===== config.mk =====
export PLATFORM = sky130hd
export DESIGN_NAME = quad_step_decoder
export DESIGN_NICKNAME = d
export VERILOG_FILES = /design/src/rtl/quad_step_decoder_pkg.sv /design/src/rtl/quad_step_decoder_input_filter.sv /design/src/rtl/quad_step_decoder.sv
export SDC_FILE = /design/constraint.sdc
export NUM_CORES = 1
export LEC_CHECK = 0
export BUFFER_PORTS_ARGS = -buffer_cell sky130_fd_sc_hd__buf_2
export CORE_AREA = 2 2 56 58
export CTS_BUF_LIST = sky130_fd_sc_hd__clkbuf_4 sky130_fd_sc_hd__clkbuf_8
export CTS_CLUSTER_DIAMETER = 120
export DETAILED_ROUTE_END_ITERATION = 7
export DIE_AREA = 0 0 58 60
export GPL_TIMING_DRIVEN = 0
export HOLD_SLACK_MARGIN = 0.1
export SKIP_CTS_REPAIR_TIMING = 1
export SYNTH_ARGS = -nofsm -noshare
export SYNTH_HDL_FRONTEND = slang
export SYNTH_HIERARCHICAL = 1
export SYNTH_SLANG_ARGS = --single-unit

===== constraint.sdc =====
create_clock -name Clk -period 2.72 [get_ports Clk]
set_clock_uncertainty 0.2 [all_clocks]
set_input_delay 0.136 -clock Clk [delete_from_list [all_inputs] [get_ports Clk]]
set_output_delay 0.136 -clock Clk [all_outputs]
set_load 0.005 [all_outputs]

===== src/rtl/quad_step_decoder_pkg.sv =====
// Shared definitions for the quadrature step decoder: FSM encodings, Gray-order phase
// constants and the phase-transition classifier.
package quad_step_decoder_pkg;

   localparam logic INIT  = 1'b0;
   localparam logic TRACK = 1'b1;

   localparam logic [1:0] PH_00 = 2'b00;
   localparam logic [1:0] PH_01 = 2'b01;
   localparam logic [1:0] PH_11 = 2'b11;
   localparam logic [1:0] PH_10 = 2'b10;

   localparam int unsigned INIT_LEN = 3;

   typedef enum logic [1:0] {
      StepNone,
      StepFwd,
      StepRev,
      StepIllegal
   } step_e;

   function automatic logic [1:0] fwd_next(input logic [1:0] p);
      logic [1:0] n;
      case (p)
         PH_00:   n = PH_01;
         PH_01:   n = PH_11;
         PH_11:   n = PH_10;
         default: n = PH_00;
      endcase
      return n;
   endfunction

   // Any change that is neither neighbour flips both bits at once.
   function automatic step_e classify(input logic [1:0] p, input logic [1:0] n);
      step_e s;
      if (n == p) begin
         s = StepNone;
      end else if (n == fwd_next(p)) begin
         s = StepFwd;
      end else if (p == fwd_next(n)) begin
         s = StepRev;
      end else begin
         s = StepIllegal;
      end
      return s;
   endfunction

endpackage


===== src/rtl/quad_step_decoder_input_filter.sv =====
// Two-flop synchronizer followed by a stability-count glitch filter for one phase input.
module quad_step_decoder_input_filter #(
   parameter int unsigned FILTER_LEN = 3
) (
   input  logic Clk,
   input  logic nReset,
   input  logic bypass,
   input  logic din,
   output logic dout
);

   logic       sync1_q;
   logic       sync2_q;
   logic       filt_q;
   logic [3:0] cnt_q;

   always_ff @(posedge Clk or negedge nReset) begin
      if (!nReset) begin
         sync1_q <= 1'b0;
         sync2_q <= 1'b0;
         filt_q  <= 1'b0;
         cnt_q   <= 4'd0;
      end else begin
         sync1_q <= din;
         sync2_q <= sync1_q;
         if (bypass) begin
            filt_q <= sync2_q;
            cnt_q  <= 4'd0;
         end else if (sync2_q == filt_q) begin
            cnt_q <= 4'd0;
         end else if (32'(cnt_q) + 32'd1 >= FILTER_LEN) begin
            filt_q <= sync2_q;
            cnt_q  <= 4'd0;
         end else begin
            cnt_q <= cnt_q + 4'd1;
         end
      end
   end

   // While bypassed the synchronized value is seen the same cycle, so the phase
   // register is already aligned when tracking starts.
   assign dout = bypass ? sync2_q : filt_q;

endmodule


===== src/rtl/quad_step_decoder.sv =====
// Quadrature step decoder: filters A/B, tracks Gray phase and emits one-cycle count pulses
// with direction for a falling-edge up/down counter.
module quad_step_decoder
   import quad_step_decoder_pkg::*;
#(
   parameter int unsigned FILTER_LEN = 3
) (
   input  logic       Clk,
   input  logic       nReset,
   input  logic       A,
   input  logic       B,
   input  logic       Step_en,
   input  logic       Clr_err,
   output logic       Count_en,
   output logic       Up,
   output logic       Err,
   output logic [1:0] Phase
);

   logic       state_q;
   logic [1:0] init_cnt_q;
   logic       bypass;
   logic       a_filt;
   logic       b_filt;
   logic [1:0] new_phase;
   step_e      step;

   assign bypass    = (state_q == INIT);
   assign new_phase = {a_filt, b_filt};
   assign step      = classify(Phase, new_phase);

   quad_step_decoder_input_filter #(
      .FILTER_LEN(FILTER_LEN)
   ) u_filt_a (
      .Clk   (Clk),
      .nReset(nReset),
      .bypass(bypass),
      .din   (A),
      .dout  (a_filt)
   );

   quad_step_decoder_input_filter #(
      .FILTER_LEN(FILTER_LEN)
   ) u_filt_b (
      .Clk   (Clk),
      .nReset(nReset),
      .bypass(bypass),
      .din   (B),
      .dout  (b_filt)
   );

   always_ff @(posedge Clk or negedge nReset) begin
      if (!nReset) begin
         state_q    <= INIT;
         init_cnt_q <= 2'd0;
         Count_en   <= 1'b0;
         Up         <= 1'b0;
         Err        <= 1'b0;
         Phase      <= PH_00;
      end else begin
         Phase    <= new_phase;
         Count_en <= 1'b0;
         if (state_q == INIT) begin
            if (init_cnt_q == 2'(INIT_LEN - 1)) begin
               state_q <= TRACK;
            end else begin
               init_cnt_q <= init_cnt_q + 2'd1;
            end
            if (Clr_err) begin
               Err <= 1'b0;
            end
         end else begin
            unique case (step)
               StepNone: ;
               StepFwd: begin
                  Up       <= 1'b1;
                  Count_en <= Step_en;
               end
               StepRev: begin
                  Up       <= 1'b0;
                  Count_en <= Step_en;
               end
               StepIllegal: ;
               default: ;
            endcase
            // Set has priority over a simultaneous clear.
            if (step == StepIllegal) begin
               Err <= 1'b1;
            end else if (Clr_err) begin
               Err <= 1'b0;
            end
         end
      end
   end

endmodule


==> key figures, run 1 <==
Clock tree
  • CTS clk-pin slew, worst paths: between 100 and 150 ps
  • Clock tree from TritonCTS: built
  • Total CTS buffers: 3
  • Insertion delay to the later sink of the worst-skew pair: 290 ps
  • Clock Root Buffer: sky130_fd_sc_hd__clkbuf_4
  • CTS HTree Levels: 1
  • Sink Count: 22
  • Maximum buffer depth of the clock tree: 2

Worst setup path
  • Nature of the critical path endpoint: flip-flop
  • Critical path required time: ~2700 ps
  • Critical Setup Path Class: reg2reg
  • Category of cells accounting for the largest share of critical-path delay: multiplexers
  • CP peak stage delay: 430 ps
  • Critical Path Source Type: flip-flop
  • Slowest library cell on the worst path: sky130_fd_sc_hd__dfrtp_1
  • Minimum setup slack among reg-to-reg paths: between 400 and 500 ps
  • WP data arrival: 2270 ps
  • Maximum fanout encountered on the critical timing path: 5
  • Critical path buffer and inverter count: 1
  • Crit-path cells: inv_1 -> mux2_2 -> mux2i_1 -> o21a_1 -> ha_1 -> nand2b_1 -> nand2_1 -> o21ai_0

Timing
  • Minimum clock period after layout: 2278 ps
  • Hold Vio Cnt, Final: 0
  • Setup slack after layout: 441.9 ps
  • Final period util: 83.75%
  • Number of failing setup endpoints in the final timing report: 0
  • Pins over their slew limit: 0
  • Max frequency: 0.4390 GHz
  • Setup TNS: 0 ps
  • RSZ-0062 raised after global routing: false

Place
  • Detailed placement HPWL: 1.004 mm
  • Count of placed standard cells including taps: between 100 and 150
  • Worst slack after detailed placement: 448.9 ps
  • IO buf count: 10
  • Routability Congestion: 0.7089

Pwr
  • Sequential power share: 58.6%
  • Switching power as a share of total power: 24.06%
  • Sw power: between 0.15 and 0.2 mW
  • Portion of total power attributed to combinational logic: 14.6%
  • Internal power of the cells: 0.4828 mW
  • Worst IR drop on VDD: ~0.37 mV
  • Pleak: 0.5818 nW
  • Total power after layout: 0.6358 mW
  • PD cells: between 500 and 600 nW/µm²
  • Clock Power Share: about 27%

Drt
  • Total Wirelength: 1.380 mm
  • DRC violation count after routing: 0
  • Antenna violation net count after detailed routing: 0
  • First-iteration detailed-routing DRC count: 9
  • Vias post-DR: 580
  • Routed length per instance: 10.30 µm
  • Pre-Repair DR Iteration Count: 4
  • Via density per instance: 4.328

Layout
  • Final cell count without fillers: 134
  • Number of antenna repair diodes: 0
  • Share of final-layout standard cells stronger than drive strength 1: 22.77%
  • Layout-stage area growth over the synthesis result: 19.02%
  • Fillcell total: 290
  • Net count reported at finish: 115

Floorplanning
  • IO Pins: 11
  • Die span in y: approximately 60 µm
  • Std-Cell Rows: 20
  • Initial Util: 33.53%
  • Horizontal die dimension: between 50 and 60 µm
  • Core Footprint: around 2900 µm²
  • Die area: 3480 µm²

Logic synthesis
  • Part of the Yosys area used for sequential elements: 56.56%
  • Leading area contributor after synthesis: sky130_fd_sc_hd__dfrtp_1
  • Count of flip-flops with a built-in enable after synthesis: 0
  • Area share of the largest cell type after synthesis: 56.56%
  • Synthesized area: 973.4 µm²
  • Synthesized instance count: 80
  • Average footprint of a synthesized cell: 12.17 µm²
  • Post-synthesis cell type count: 23
  • Warning count from the yosys run: 6
  • Most numerous cell in the Yosys netlist: sky130_fd_sc_hd__dfrtp_1
  • Most frequent cells after synthesis: 22 x sky130_fd_sc_hd__dfrtp_1, 7 x sky130_fd_sc_hd__ha_1, 7 x sky130_fd_sc_hd__nand2_1, 7 x sky130_fd_sc_hd__nor2_1, 6 x sky130_fd_sc_hd__inv_1
  • Number of synthesized register bits: 22
  • Post-synthesis async set-or-reset flop share: 100.0%
  • Synth Flop Type: sky130_fd_sc_hd__dfrtp_1
  • Top cells by area in the synthesized netlist: sky130_fd_sc_hd__dfrtp_1 57%, sky130_fd_sc_hd__ha_1 9.0%, sky130_fd_sc_hd__nor3_4 3.3%

Outcome
  • Run status: finished, final reports clean

Global route
  • Overall overflow remaining after global route: 0
  • Via count of the first global-routing pass: 535
  • Maximum number of pins on one net before global-route repair: 23
  • Global-route total usage across every layer: 9.330%
  • Wire length of the first global-routing pass: 2.366 mm
  • Initial antenna violation count: 0

Flow run
  • Number of max-cap violations: 0

Min path
  • Worst min-delay path class: in2async
==> power by group through the flow <==
stage / Clock, mW / Combinational (mW) / Sequential (mW)
floorplan: 0 / 0.0507 / 0.379
global placement: 0 / 0.0855 / 0.377
detailed placement: 0 / 0.0888 / 0.379
CTS: 0.182 / 0.0894 / 0.372
global route: 0.193 / 0.107 / 0.377
finish: 0.171 / 0.0925 / 0.372
==> worst paths after layout <==
| kind | start | to | depth (start not counted) |
|---|---|---|---|
| setup / recovery | state_q | Up | 8 |
| min in group Clk | u_filt_b/sync1_q | u_filt_b/sync2_q | 0 |
| max in group asynchronous | nReset | u_filt_b/cnt_q[1] | 2 |
| hold reg to reg | u_filt_b/sync1_q | u_filt_b/sync2_q | 0 |
| hold / removal | nReset | Phase[1] | 2 |
| setup reg to reg | state_q | Up | 8 |
==> area by class of cell <==
type	count	area (µm²)	area share (%)
Buffer	1	11.26	0.9719
Clock buffer	4	36.28	3.132
Inverter	6	22.52	1.944
Multi-Input combinational cell	53	396.6	34.23
Sequential cell	22	550.5	47.52
Tap cell	33	41.29	3.564
Timing Repair Buffer	15	100.1	8.639
==> cell usage in the layout (no fill, tap or decap), types with 2 or more instances in the layout <==
cell type and count:
sky130_fd_sc_hd__conb_1 4, sky130_fd_sc_hd__a21boi_1 2, sky130_fd_sc_hd__o21ai_1 2, sky130_fd_sc_hd__nor2_1 7, sky130_fd_sc_hd__mux2_2 2, sky130_fd_sc_hd__clkbuf_4 3
sky130_fd_sc_hd__nand3_1 3, sky130_fd_sc_hd__a21o_1 2, sky130_fd_sc_hd__nor3_4 2, sky130_fd_sc_hd__inv_1 6, sky130_fd_sc_hd__dlygate4sd3_1 5, sky130_fd_sc_hd__mux2_4 2
sky130_fd_sc_hd__nand2b_1 2, sky130_fd_sc_hd__nand2_1 7, sky130_fd_sc_hd__buf_2 10, sky130_fd_sc_hd__dfrtp_1 22, sky130_fd_sc_hd__xor2_1 2, sky130_fd_sc_hd__ha_1 7
sky130_fd_sc_hd__o21ai_0 3
==> cells by family after synthesis <==
| logic type | after synthesis | synth area share [%] |
|---|---|---|
| flip-flops | 22 | 56.56 |
| XOR/XNOR | 3 | 3.471 |
| AO/OA/AOI/OAI | 12 | 8.097 |
| other | 2 | 0.7715 |
| adder cells (fa/ha/maj) | 7 | 8.997 |
| multiplexers | 5 | 6.427 |
| buffers and inverters | 7 | 3.470 |
| AND/OR/NAND/NOR | 22 | 12.21 |
==> state kept, by name, indices dropped and copies added (netlist names) <==
| name | flops |
|---|---|
| u_filt_a/cnt_q | 4 |
| u_filt_b/cnt_q | 4 |
| Phase | 2 |
| init_cnt_q | 2 |
| Count_en | 1 |
| Err | 1 |
| Up | 1 |
| state_q | 1 |
| u_filt_a/filt_q | 1 |
| u_filt_a/sync1_q | 1 |
| u_filt_a/sync2_q | 1 |
| u_filt_b/filt_q | 1 |
| u_filt_b/sync1_q | 1 |
| u_filt_b/sync2_q | 1 |
==> per-layer routing <==
layer  GRT usage (%)  vias to the layer above  part of all wire [%]
met1           11.20                      270                    45
met2           14.45                       10                    49
met5               0                        -                     0
met4           5.980                        0                   1.4
met3           3.030                        2                   3.8
li1                -                      298                     -
==> through the flow <==
| step | area [µm²] | hold WS, ps | utilization, % |
|---|---|---|---|
| CTS | 1109 | -418.7 | 38.19 |
| global route | 1159 | 167.5 | 39.91 |
| finish | 1159 | 114.1 | 39.91 |
| floorplan | 980.9 | -359.6 | - |
| detailed placement | 1072 | -78.94 | 36.94 |
| global placement | 1072 | -82.26 | 36.94 |
Power figures use the tool's default switching activity.
==> run 2: changes to the inputs <==
- ABC_AREA: default -> 1
- CORE_AREA: 2 2 56 58 -> 2 2 57 59
- DIE_AREA: 0 0 58 60 -> 0 0 59 61
- clock period: 2.72 -> 2.21 ns (I/O delays scaled with it)
==> run 2 against run 1 <==
Cell count grew 31%. Sequential share of layout area down 2.1 points. First-iteration DRC count increased by 130%. Die area up 3.4%. Total power grew 30%. Highest routed layer unchanged. Critical path type unchanged. Area after synthesis rose by 4.1%.
==> key figures, run 2 <==
Layout
  • Final cell count without fillers: roughly 180
  • Number of antenna repair diodes: 0
  • Regs by FF count: u_filt_a/cnt_q: 4 flops, u_filt_b/cnt_q: 4 flops
  • Layout-stage area growth over the synthesis result: 19.51%
  • Final cell utilization of the core: slightly above 40%
  • Top library cells by usage in the layout, fill and taps aside: 48 x sky130_fd_sc_hd__nand2_1, 22 x sky130_fd_sc_hd__dfrtp_1, 16 x sky130_fd_sc_hd__inv_1
  • Net count reported at finish: 157
  • Most common cell after layout, fill and taps aside: sky130_fd_sc_hd__nand2_1
  • Final instance area: 1211 µm²
  • Share of final-layout standard cells stronger than drive strength 1: 15.38%

Floorplanning
  • IO Pins: 11
  • Die span in y: ~60 µm
  • Std-Cell Rows: 20
  • Horizontal die dimension: between 50 and 60 µm
  • Die area: 3599 µm²
  • Initial Util: 34.32%
  • Core Footprint: 2953 µm²

Global route
  • Via count of the first global-routing pass: 677
  • Overall overflow remaining after global route: 0
  • Wire length of the first global-routing pass: 2.794 mm
  • Maximum number of pins on one net before global-route repair: 23
  • Global-route total usage across every layer: just over 10%
  • Initial antenna violation count: 0

Timing
  • Hold Slack: 74.52 ps
  • Setup slack after layout: ~190 ps
  • Minimum clock period after layout: 2017 ps
  • Final period util: 91.25%
  • Setup TNS: 0 ps
  • Number of failing setup endpoints in the final timing report: 0
  • Max frequency: 0.4959 GHz
  • Hold Vio Cnt, Final: 0
  • Pins over their slew limit: 0

Logic synthesis
  • Top cells by area in the synthesized netlist: sky130_fd_sc_hd__dfrtp_1 54%, sky130_fd_sc_hd__nand2_1 19%, sky130_fd_sc_hd__ha_1 8.6%
  • Number of synthesized register bits: 22
  • Synthesized area: 1013 µm²
  • Leading area contributor after synthesis: sky130_fd_sc_hd__dfrtp_1
  • Warning count from the yosys run: 6
  • Synthesized instance count: 121
  • Average footprint of a synthesized cell: 8.376 µm²
  • Part of the Yosys area used for sequential elements: 54.32%
  • Area share of the largest cell type after synthesis: 54.32%
  • Most numerous cell in the Yosys netlist: sky130_fd_sc_hd__nand2_1
  • Post-synthesis async set-or-reset flop share: between 90% and 100%
  • Synth Flop Type: sky130_fd_sc_hd__dfrtp_1
  • Post-synthesis cell type count: 13
  • Most frequent cells after synthesis: 50 x sky130_fd_sc_hd__nand2_1, 22 x sky130_fd_sc_hd__dfrtp_1, 18 x sky130_fd_sc_hd__inv_1, 12 x sky130_fd_sc_hd__nor2_1, 7 x sky130_fd_sc_hd__ha_1
  • Count of flip-flops with a built-in enable after synthesis: 0

Clock tree
  • Clock tree from TritonCTS: built
  • Maximum buffer depth of the clock tree: 2
  • Insertion delay to the later sink of the worst-skew pair: approximately 300 ps
  • CTS HTree Levels: 1
  • Clock Root Buffer: sky130_fd_sc_hd__clkbuf_4
  • Sink Count: 22
  • CTS clk-pin slew, worst paths: 130 ps
  • Total CTS buffers: 3

Drt
  • Vias post-DR: slightly above 700
  • Routed length per instance: 9.153 µm
  • First-iteration detailed-routing DRC count: 21
  • Via density per instance: 4.119
  • DRC violation count after routing: 0
  • Total Wirelength: 1.611 mm
  • Pre-Repair DR Iteration Count: 4
  • Antenna violation net count after detailed routing: 0

Worst setup path
  • Crit-path cells: inv_2 -> inv_1 -> nand2_1 -> nand2_2 -> inv_2 -> nand2_1 -> nand2_1 -> nand2_1 -> nand2_1 -> inv_1 -> ha_1 -> or2_4 -> nand2_1 -> o21ai_2
  • Critical path buffer and inverter count: 4
  • WP data arrival: 2030 ps
  • CP peak stage delay: ~420 ps
  • Slowest library cell on the worst path: sky130_fd_sc_hd__dfrtp_1
  • Critical Path Source Type: flip-flop
  • Critical Setup Path Class: reg2reg
  • Maximum fanout encountered on the critical timing path: 5
  • Category of cells accounting for the largest share of critical-path delay: simple AND/OR/NAND/NOR gates
  • Cell mode on critical path: sky130_fd_sc_hd__nand2_1
  • Critical path required time: roughly 2200 ps
  • Nature of the critical path endpoint: flip-flop

Place
  • Routability Congestion: 0.6911
  • Detailed placement HPWL: 1.194 mm
  • Count of placed standard cells including taps: ~170
  • IO buf count: 10
  • Placed Area: 1112 µm²
  • Worst slack after detailed placement: between 100 and 150 ps

Pwr
  • PD cells: approximately 700 nW/µm²
  • Total power after layout: 0.8296 mW
  • Pleak: 0.6788 nW
  • Worst IR drop on VDD: 0.3003 mV

Min path
  • Worst min-delay path class: in2async

Flow run
  • Number of max-cap violations: 0

Outcome
  • Run status: finished, final reports clean
[run 2: cell types whose count changed after synthesis, sizes merged, moves of 2 or more]
cell	delta
a21o	-2
nand2	+43
inv	+13
a21boi	-2
mux2	-4
o21ai	-3
nand2b	-2
nor3	-2
nor2	+5
[run 2: layout make-up]
class                      instances  area [µm²]
clock buffer                       4       36.28
fill                             310        1742
inverter                          19       71.32
multi-input combinational         82       404.1
sequential                        22       550.5
tap                               33       41.29
timing repair buffer              16       107.6
[run 2: cells by family (layout without fill, tap and decap cells)]
family | Yosys count | count (layout) | share of synthesized area (%)
buffers and inverters | 19 | 39 | 7.036
other | 2 | 4 | 0.7410
adder cells (fa/ha/maj) | 7 | 7 | 8.642
AND/OR/NAND/NOR | 65 | 65 | 24.81
XOR/XNOR | 3 | 3 | 2.593
AO/OA/AOI/OAI | 3 | 3 | 1.851
flip-flops | 22 | 22 | 54.32
[run 2: power breakdown]
part           switching [mW]  internal (mW)  leakage [nW]
Clock                   0.120          0.100        0.0210
Combinational          0.0833         0.0688         0.395
Sequential             0.0203          0.437         0.263
[run 2: per-layer routing]
metal  GRT usage (%)  up-vias  part of all wire (%)
met3           1.279        2                   2.9
met1           13.00      317                    46
met5               0        -                     0
met2           17.46       10                    51
met4           4.870        0                  0.50
li1                -      396                     -
[run 2: worst paths after layout]
kind / cells after the start / slack, ps / endpoint / from
max in group asynchronous: 2 / 1410 / u_filt_a/cnt_q[1] / nReset
max reg2reg: 14 / 190 / Up / state_q
min in group Clk: 0 / 160 / u_filt_a/sync2_q / u_filt_a/sync1_q
max: 14 / 190 / Up / state_q
min: 2 / 70 / u_filt_b/sync1_q / nReset
min reg2reg: 0 / 160 / u_filt_a/sync2_q / u_filt_a/sync1_q
